<file path="config.mk">
export PLATFORM = sky130hd
export DESIGN_NAME = load_writeback
export DESIGN_NICKNAME = d
export VERILOG_FILES = /design/src/rtl/load_writeback_pkg.sv /design/src/rtl/load_writeback_extract.sv /design/src/rtl/load_writeback.sv
export SDC_FILE = /design/constraint.sdc
export NUM_CORES = 1
export LEC_CHECK = 0
export ABC_AREA = 1
export CORE_ASPECT_RATIO = 0.7
export CORE_MARGIN = 2
export CORE_UTILIZATION = 47
export CTS_CLUSTER_DIAMETER = 40
export DETAILED_ROUTE_END_ITERATION = 10
export PLACE_DENSITY = 0.88
export SYNTH_ARGS = -nofsm -noshare
export SYNTH_HDL_FRONTEND = slang
export SYNTH_SLANG_ARGS = --single-unit
</file>
<file path="constraint.sdc">
create_clock -name clk -period 1.6 [get_ports clk]
set_clock_uncertainty 0.05 [all_clocks]
set_input_delay 0.48 -clock clk [delete_from_list [all_inputs] [get_ports clk]]
set_output_delay 0.48 -clock clk [all_outputs]
set_load 0.01 [all_outputs]
</file>
<file path="src/rtl/load_writeback_pkg.sv">
// Shared codes for the load writeback unit.
// Provides the register address and data word types, the load kind
// encoding, and the alignment rule applied to incoming requests.
package load_writeback_pkg;

    localparam int XLEN   = 32;
    localparam int REG_AW = 5;

    typedef logic [XLEN-1:0]   size_t;
    typedef logic [REG_AW-1:0] regaddr_t;

    typedef enum logic [2:0] {
        LK_LW  = 3'd0,
        LK_LH  = 3'd1,
        LK_LHU = 3'd2,
        LK_LB  = 3'd3,
        LK_LBU = 3'd4,
        LK_LWL = 3'd5,
        LK_LWR = 3'd6
    } load_kind_t;

    // Words must sit at offset 0 and halfwords on an even offset.
    // Bytes and the unaligned-merge loads accept any offset.
    function automatic logic is_misaligned(load_kind_t kind, logic [1:0] offset);
        logic bad;
        bad = 1'b0;
        case (kind)
            LK_LW:         bad = (offset != 2'd0);
            LK_LH, LK_LHU: bad = offset[0];
            default:       bad = 1'b0;
        endcase
        return bad;
    endfunction

endpackage

</file>
<file path="src/rtl/load_writeback_extract.sv">
// load_extract: combinational byte-lane selection, sign/zero extension
// and LWL/LWR merge for a returned big-endian memory word.
// Ports:
//   kind_i    load kind
//   offset_i  byte offset of the effective address
//   old_i     current rt value, merge source for LWL/LWR
//   mem_i     aligned big-endian word from memory
//   result_o  value to be written to the register file
module load_extract
    import load_writeback_pkg::*;
(
    input  load_kind_t  kind_i,
    input  logic [1:0]  offset_i,
    input  size_t       old_i,
    input  size_t       mem_i,
    output size_t       result_o
);

    logic [7:0]  byte_sel;
    logic [15:0] half_sel;
    size_t       lwl_val;
    size_t       lwr_val;

    always_comb begin
        // Big-endian: offset 0 is the most significant byte.
        byte_sel = mem_i[31:24];
        lwl_val  = mem_i;
        lwr_val  = mem_i;
        case (offset_i)
            2'd0: begin
                byte_sel = mem_i[31:24];
                lwl_val  = mem_i;
                lwr_val  = {old_i[31:8], mem_i[31:24]};
            end
            2'd1: begin
                byte_sel = mem_i[23:16];
                lwl_val  = {mem_i[23:0], old_i[7:0]};
                lwr_val  = {old_i[31:16], mem_i[31:16]};
            end
            2'd2: begin
                byte_sel = mem_i[15:8];
                lwl_val  = {mem_i[15:0], old_i[15:0]};
                lwr_val  = {old_i[31:24], mem_i[31:8]};
            end
            default: begin
                byte_sel = mem_i[7:0];
                lwl_val  = {mem_i[7:0], old_i[23:0]};
                lwr_val  = mem_i;
            end
        endcase

        half_sel = offset_i[1] ? mem_i[15:0] : mem_i[31:16];

        case (kind_i)
            LK_LW:   result_o = mem_i;
            LK_LH:   result_o = {{16{half_sel[15]}}, half_sel};
            LK_LHU:  result_o = {16'h0000, half_sel};
            LK_LB:   result_o = {{24{byte_sel[7]}}, byte_sel};
            LK_LBU:  result_o = {24'h000000, byte_sel};
            LK_LWL:  result_o = lwl_val;
            LK_LWR:  result_o = lwr_val;
            default: result_o = mem_i;
        endcase
    end

endmodule

</file>
<file path="src/rtl/load_writeback.sv">
// load_writeback: accepts one load request at a time, waits for the
// memory word, extracts the loaded value and issues a single register
// file write.
// Ports:
//   clk, reset_n_i           clock and synchronous active-low reset
//   req_*                    load request handshake and attributes
//   mem_valid_i, mem_rdata_i returned memory word
//   wb_addr_o/data/enable_o  register-file write port
//   busy_o                   a load is outstanding
//   misalign_o               one-cycle pulse on a rejected request
//
// state   | meaning
// --------+-----------------------------------------------
// S_IDLE  | ready for a request
// S_WAIT  | request captured, waiting for the memory word
// S_WRITE | result registered, write strobe asserted
module load_writeback
    import load_writeback_pkg::*;
(
    input  logic        clk,
    input  logic        reset_n_i,
    input  logic        req_valid_i,
    output logic        req_ready_o,
    input  load_kind_t  req_kind_i,
    input  regaddr_t    req_dest_i,
    input  logic [1:0]  req_offset_i,
    input  size_t       req_old_i,
    input  logic        mem_valid_i,
    input  size_t       mem_rdata_i,
    output regaddr_t    wb_addr_o,
    output size_t       wb_data_o,
    output logic        wb_enable_o,
    output logic        busy_o,
    output logic        misalign_o
);

    typedef enum logic [1:0] {S_IDLE, S_WAIT, S_WRITE} state_t;

    state_t     state_q;
    load_kind_t kind_q;
    regaddr_t   dest_q;
    logic [1:0] offset_q;
    size_t      old_q;
    regaddr_t   wb_addr_q;
    size_t      wb_data_q;
    logic       wb_enable_q;
    logic       ready_q;
    logic       busy_q;
    logic       misalign_q;
    size_t      result_d;

    load_extract u_extract (
        .kind_i   (kind_q),
        .offset_i (offset_q),
        .old_i    (old_q),
        .mem_i    (mem_rdata_i),
        .result_o (result_d)
    );

    // All outputs are registered; ready is held low while in reset and
    // rises on the first clock after reset is released.
    always_ff @(posedge clk) begin
        if (!reset_n_i) begin
            state_q     <= S_IDLE;
            kind_q      <= LK_LW;
            dest_q      <= '0;
            offset_q    <= '0;
            old_q       <= '0;
            wb_addr_q   <= '0;
            wb_data_q   <= '0;
            wb_enable_q <= 1'b0;
            ready_q     <= 1'b0;
            busy_q      <= 1'b0;
            misalign_q  <= 1'b0;
        end else begin
            wb_enable_q <= 1'b0;
            misalign_q  <= 1'b0;
            case (state_q)
                S_IDLE: begin
                    ready_q <= 1'b1;
                    if (ready_q && req_valid_i) begin
                        if (is_misaligned(req_kind_i, req_offset_i)) begin
                            misalign_q <= 1'b1;
                        end else begin
                            kind_q   <= req_kind_i;
                            dest_q   <= req_dest_i;
                            offset_q <= req_offset_i;
                            old_q    <= req_old_i;
                            ready_q  <= 1'b0;
                            busy_q   <= 1'b1;
                            state_q  <= S_WAIT;
                        end
                    end
                end
                S_WAIT: begin
                    if (mem_valid_i) begin
                        wb_addr_q   <= dest_q;
                        wb_data_q   <= result_d;
                        // r0 is hardwired; the load completes without a strobe.
                        wb_enable_q <= (dest_q != '0);
                        state_q     <= S_WRITE;
                    end
                end
                S_WRITE: begin
                    busy_q  <= 1'b0;
                    ready_q <= 1'b1;
                    state_q <= S_IDLE;
                end
                default: begin
                    busy_q  <= 1'b0;
                    ready_q <= 1'b0;
                    state_q <= S_IDLE;
                end
            endcase
        end
    end

    assign req_ready_o = ready_q;
    assign wb_addr_o   = wb_addr_q;
    assign wb_data_o   = wb_data_q;
    assign wb_enable_o = wb_enable_q;
    assign busy_o      = busy_q;
    assign misalign_o  = misalign_q;

endmodule

</file>
Word level (Yosys, flattened, before mapping)
Index checks and enable logic that the tools add are counted.

cells by class
  reductions and logical operators = 13
  eq/ne operators = 15
  bitwise operators = 2
  muxes and demuxes = 19

operator list
  operator                                                                number
  32-bit case mux with 3 select lines                                     2
  32-bit case mux with 6 select lines                                     1
  8-bit case mux with 3 select lines                                      1
  16-bit 2-to-1 mux                                                       1
  3-bit AND reduction                                                     5
  3-bit by 2-bit equality test with 1-bit output (second input constant)  3
  3-bit equality test (second input constant)                             3
  1-bit 2-to-1 mux                                                        7
  3-bit by 1-bit equality test with 1-bit output (second input constant)  2
  2-bit 2-to-1 mux                                                        3
  2-bit inequality test (second input constant)                           3
  5-bit nonzero test                                                      1
  2-bit by 1-bit equality test with 1-bit output (second input constant)  2
  2-bit equality test (second input constant)                             2
  2-bit logical NOT                                                       2
  1-bit case mux with 2 select lines                                      2
  2-bit case mux with 2 select lines                                      1
  3-bit logical NOT                                                       1
  1-bit case mux with 3 select lines                                      1
  1-bit inverter                                                          2
  2-bit AND reduction                                                     1
  2-bit nonzero test                                                      1
  2-bit OR reduction                                                      1
  1-bit logical AND                                                       1

word-level totals
  word-level logic and storage cells = 60
  bits in registers = 85
  input bits = 78

Depth between registers and ports, before layout
  word-level depth = 9
  gate-level depth with buffers = 12

By module
From an unflattened synthesis, not the netlist that was laid out.

second synthesis, totals
  cells, all modules = 1060
  area total of the unflattened synthesis = 5903.2 µm²

modules (own cells, without submodules)
  module          cells each  instances  area an instance (µm²)
  load_writeback  469         1          3360.7
  load_extract    591         1          2542.4

Worst setup path before layout
OpenSTA, ideal clock, no wires.

  kind = input -> register
  start point = input req_kind_i[0]
  end point = register old_q[19]
  buffers on the path = 2
  cell stages on the path = 6
  setup slack = 17 ps
  data required time = 1431 ps
  arrival = 1413 ps
  cells stage by stage = nor3b_1 o21ai_1 nand2_1 clkbuf_1 buf_2 a21oi_1

on the way
  longest elaborated chain between the ends = 8

RTL lines
  item                                                                                                              line                      source
  start, declared                                                                                                   load_writeback.sv:24      input load_kind_t req_kind_i,
  3-bit by 1-bit equality test with 1-bit output or 3-bit by 2-bit equality test with 1-bit output (tied branches)  load_writeback_pkg.sv:27  case (kind)
  2-bit OR reduction                                                                                                load_writeback_pkg.sv:27
  1-bit case mux with 2 select lines (*)                                                                            load_writeback_pkg.sv:27
  1-bit 2-to-1 mux (*)                                                                                              load_writeback.sv:81      if (ready_q && req_valid_i) begin
  1-bit 2-to-1 mux (*)                                                                                              load_writeback.sv:78      case (state_q)
  1-bit 2-to-1 mux (*)                                                                                              load_writeback.sv:63      if (!reset_n_i) begin
  1-bit inverter (no source line) (*)                                                                               -
  3-bit AND reduction (no source line) (*)                                                                          -
  end signal, assigned                                                                                              load_writeback.sv:88      old_q <= req_old_i;
  end, declared                                                                                                     load_writeback.sv:43      size_t old_q;

Every way passes the cells marked *; elsewhere a longest branch is shown, timed or not. The select of a mux whose other input is x is not followed.
A chain may end at the register's enable or synchronous reset.

Worst setup path in the final report
  start point = register kind_q[1]
  end point = register wb_data_q[4], in the netlist wb_data_o[4]

on the way
  longest elaborated chain between the ends = 2

RTL lines
  item                                         line                          source
  start, declared                              load_writeback.sv:40          load_kind_t kind_q;
  start signal, assigned                       load_writeback.sv:85          kind_q <= req_kind_i;
  3-bit equality test (tied with other cells)  load_writeback_extract.sv:54  case (kind_i)
  32-bit case mux with 6 select lines (*)      load_writeback_extract.sv:54
  end signal, assigned                         load_writeback.sv:98          wb_data_q <= result_d;
  end, declared                                load_writeback.sv:45          size_t wb_data_q;

Every way passes the cells marked *; elsewhere a longest branch is shown, timed or not.

==> flow_metrics.py <==
metrics = {
    "pwr": {
        "p_leak_nw": 3.95,
        "powerDensity_nw_per_um2": 787,
        "swShare_pct": 32.5,
        "p_seq_share_pct": 36.7,
        "switchingPower_mw": 2.06,
        "pwr-share-comb_pct": 29.8,
        "vdd_drop_max_uv": 530,
        "p_clk_share_pct": 33.4,
        "p_int_mw": 4.27,
    },
    "critical_path": {
        "cp-endpoint": "wb_data_o[4]$_SDFFE_PN0P_",
        "reg2reg_setup_slack_ns": 0.04,
        "critPathArrivalTime_ns": 1.78,
        "cp-startpoint": "kind_q[1]$_SDFFE_PN0P_",
        "ff2ff_path_depth": 10,
        "rr_startpoint": "kind_q[1]$_SDFFE_PN0P_",
        "start_kind": "flip-flop",
        "worstSetupEndpointType": "flip-flop",
        "worstSetupPathType": "reg2reg",
        "required_ns": 1.82,
        "r2r-end": "wb_data_o[4]$_SDFFE_PN0P_",
        "cp_max_fo": 17,
    },
    "timing": {
        "hold_viol": 0,
        "period_minus_slack_ns": 1.56,
        "rsz0062_at_grt": "true",
        "min_period_over_period_pct": 97.5,
        "fmax_mhz": 641,
        "worstMarginPinSlew_ns": 0.337,
        "maxSlewViolCount": 0,
        "tns_ns": 0,
        "slew_headroom_pct": 77.5,
        "setup_viol": 0,
    },
    "detailed_routing": {
        "drtIter0Drc": 716,
        "firstDrtPassIters": 5,
        "wirelength_um": 20500,
        "postRouteAntennaNets": 0,
        "remaining_drc_errors": 0,
        "dr_total_vias": 6869,
        "viasPerCell": 5.60,
        "wl_per_cell_um": 16.7,
    },
    "die": {
        "die-area_um2": 12400,
        "ios": 119,
        "coreArea_um2": 11100,
        "dieHeight_um": 93.9,
        "initial_core_util_pct": 48.8,
        "die_w_um": 132,
        "rows": 32,
    },
    "synth": {
        "postSynthCellCount": 902,
        "synth.distinct_cells": 28,
        "netlist_area_um2": 5430,
        "synthesis.nets": 980,
        "avgSynthCellArea_um2": 6.02,
        "ys_ff_latch": 85,
        "yosys_warnings": 0,
        "yosysSeqAreaShare_pct": 31.3,
    },
    "layout": {
        "nFillCells": 930,
        "multiInputGateArea_um2": 3290,
        "insertedDiodeCount": 0,
        "final_common_cell": "nand2_1",
        "final_cell_mix": "205 x nand2_1, 135 x nand3_1, 90 x nor2_1, 82 x inv_1, 81 x dfxtp_1",
        "layout-drive-gt1-share_pct": 18.6,
        "finish.instance_area_um2": 8050,
        "nNetsFinal": 1147,
        "syn2layout_area_growth_pct": 48.2,
        "seqCellArea_um2": 1710,
    },
    "place": {
        "io_buffer_count": 118,
        "place.detailed.hpwl_um": 14400,
        "routabilityCongestion": 0.969,
        "postPlaceCellArea_um2": 7310,
    },
    "cts": {
        "clock_path_buffers": 2,
        "clk_latency_ns": 0.35,
        "cts_buffers": 9,
        "cts_tree": "built",
        "clk_pin_slew_ns": 0.07,
        "htreeDepth": 3,
        "root_buffer": "clkbuf_16",
        "clock-sinks": 85,
    },
    "hold_path": {
        "hp-class": "reg2reg",
    },
    "global_route": {
        "antenna_found_initial": 0,
        "grt_pass1_wl_um": 31500,
        "grt_pass1_vias": 6267,
        "grt_max_degree": 56,
        "grt_use_total_pct": 32.1,
        "gr-total-overflow": 0,
    },
    "flow_run": {
        "maxCapViolCount": 0,
    },
    "status": {
        "status": "completed",
    },
}
==> cell usage after synthesis <==
cell        n  area, um^2
nand3_4     2        35.0
clkbuf_2    1        5.00
buf_6       2        22.5
clkbuf_1   28         105
nand3_1   138         691
o21ai_2    10        87.6
o31ai_1     1        7.51
o21ai_1    21         105
a21boi_0    1        7.51
dfxtp_1    85        1700
o21ai_0   101         505
nand3_2     1        10.0
buf_4       3        22.5
clkinv_1    1        3.75
nor2_1     91         342
nor3b_1     1        7.51
inv_2      11        41.3
a21oi_2    10        87.6
nor2_2      1        6.26
nand2_2     5        31.3
nor2_8      1        20.0
buf_2      26         130
nand2_4     1        11.3
nand2_1   210         788
inv_1      82         308
a21oi_1    66         330
a211oi_1    1        7.51
nor2_4      1        11.3
==> through the flow <==
stage / setup slack (ns) / hold WS (ns) / power [mW] / utilization (%) / std cells
after global placement: -0.651 / 0.392 / 3.99 / 65.7 / 1196
final: 0.0400 / 0.413 / 6.33 / 72.3 / 1226
after floorplan: 0.0174 / 0.380 / 3.24 / - / 902
after global routing: -0.0388 / 0.437 / 6.58 / 72.3 / 1226
after detailed placement: -0.840 / 0.406 / 4.02 / 65.7 / 1196
after CTS: -0.0403 / 0.412 / 6.18 / 70.0 / 1221
==> layer usage <==
layer / vias up / global-route usage [%] / routed length [um]
li1: 3271 / - / -
met1: 3146 / 43.7 / 8880
met2: 392 / 51.5 / 9160
met3: 60 / 4.80 / 1890
met4: 0 / 12.7 / 604
met5: - / 0 / 0
==> state kept, by name (all words and copies together), names as in the netlist <==
| signal | flops |
|---|---|
| old_q | 32 |
| wb_data_o | 32 |
| kind_q | 3 |
| busy_o | 1 |
| dest_q | 5 |
| req_ready_o | 1 |
| offset_q | 2 |
| wb_enable_o | 1 |
| misalign_o | 1 |
| state_q | 2 |
| wb_addr_o | 5 |
==> worst min-delay path by stage <==
| stage | startpoint | endpoint | slack (ns) | cells past startpoint |
|---|---|---|---|---|
| after floorplan | old_q[5]$_SDFFE_PN0P_ | old_q[5]$_SDFFE_PN0P_ | 0.38 | 2 |
| after global placement | state_q[0]$_SDFFE_PN0P_ | req_ready_o$_SDFFE_PN0N_ | 0.39 | 1 |
| after detailed placement | wb_addr_o[0]$_SDFFE_PN0P_ | wb_addr_o[0]$_SDFFE_PN0P_ | 0.41 | 2 |
| after CTS | wb_addr_o[0]$_SDFFE_PN0P_ | wb_addr_o[0]$_SDFFE_PN0P_ | 0.41 | 2 |
| after global routing | wb_data_o[30]$_SDFFE_PN0P_ | wb_data_o[30]$_SDFFE_PN0P_ | 0.44 | 2 |
| final | wb_addr_o[0]$_SDFFE_PN0P_ | wb_addr_o[0]$_SDFFE_PN0P_ | 0.41 | 2 |
==> cell families (layout without fill, tap and decap cells) <==
family                 Yosys count  in the layout  synth area share [%]
AOI/OAI and AO/OA              211            211                  21.0
DFF                             85             85                  31.3
and+or+nand+nor                452            452                  36.0
buffers and inverters          154            325                  11.7
==> final cells by class <==
type / count / share of cell area [%]
Clock buffer: 10 / 2.85
Clock inverter: 5 / 0.762
Inverter: 94 / 4.57
Multi-Input combinational cell: 663 / 40.9
Sequential cell: 85 / 21.3
Tap cell: 153 / 2.38
Timing Repair Buffer: 215 / 27.2
Timing Repair inverter: 1 / 0.0622
==> power by group through the flow <==
stage               Clock (mW)  Sequential, mW  Combinational [mW]
finish                    2.12            2.32                1.89
global route              2.21            2.33                2.04
CTS                       2.12            2.32                1.74
detailed placement           0            2.36                1.66
global placement             0            2.36                1.64
floorplan                    0            2.34               0.894
==> critical path: stages, from the launching register on <==
cell	delay, ns
dfxtp_2	0.34
inv_2	0.11
nand2_1	0.12
nand2_2	0.11
nand2_4	0.09
buf_12	0.16
o21ai_1	0.09
o21ai_1	0.10
nand3_1	0.09
nand2_1	0.07
a21oi_1	0.15
==> repair_timing <==
action                                 in CTS  in global routing
resized for setup                         104                 80
endpoints found under the hold margin       0                  0
setup endpoints to repair                 109                 76
pin swaps                                   5                  5
cloned                                      3                  1
hold buffers                                0                  0
setup buffers                               7                  4
Note: power is estimated with default switching activity, not from simulation.
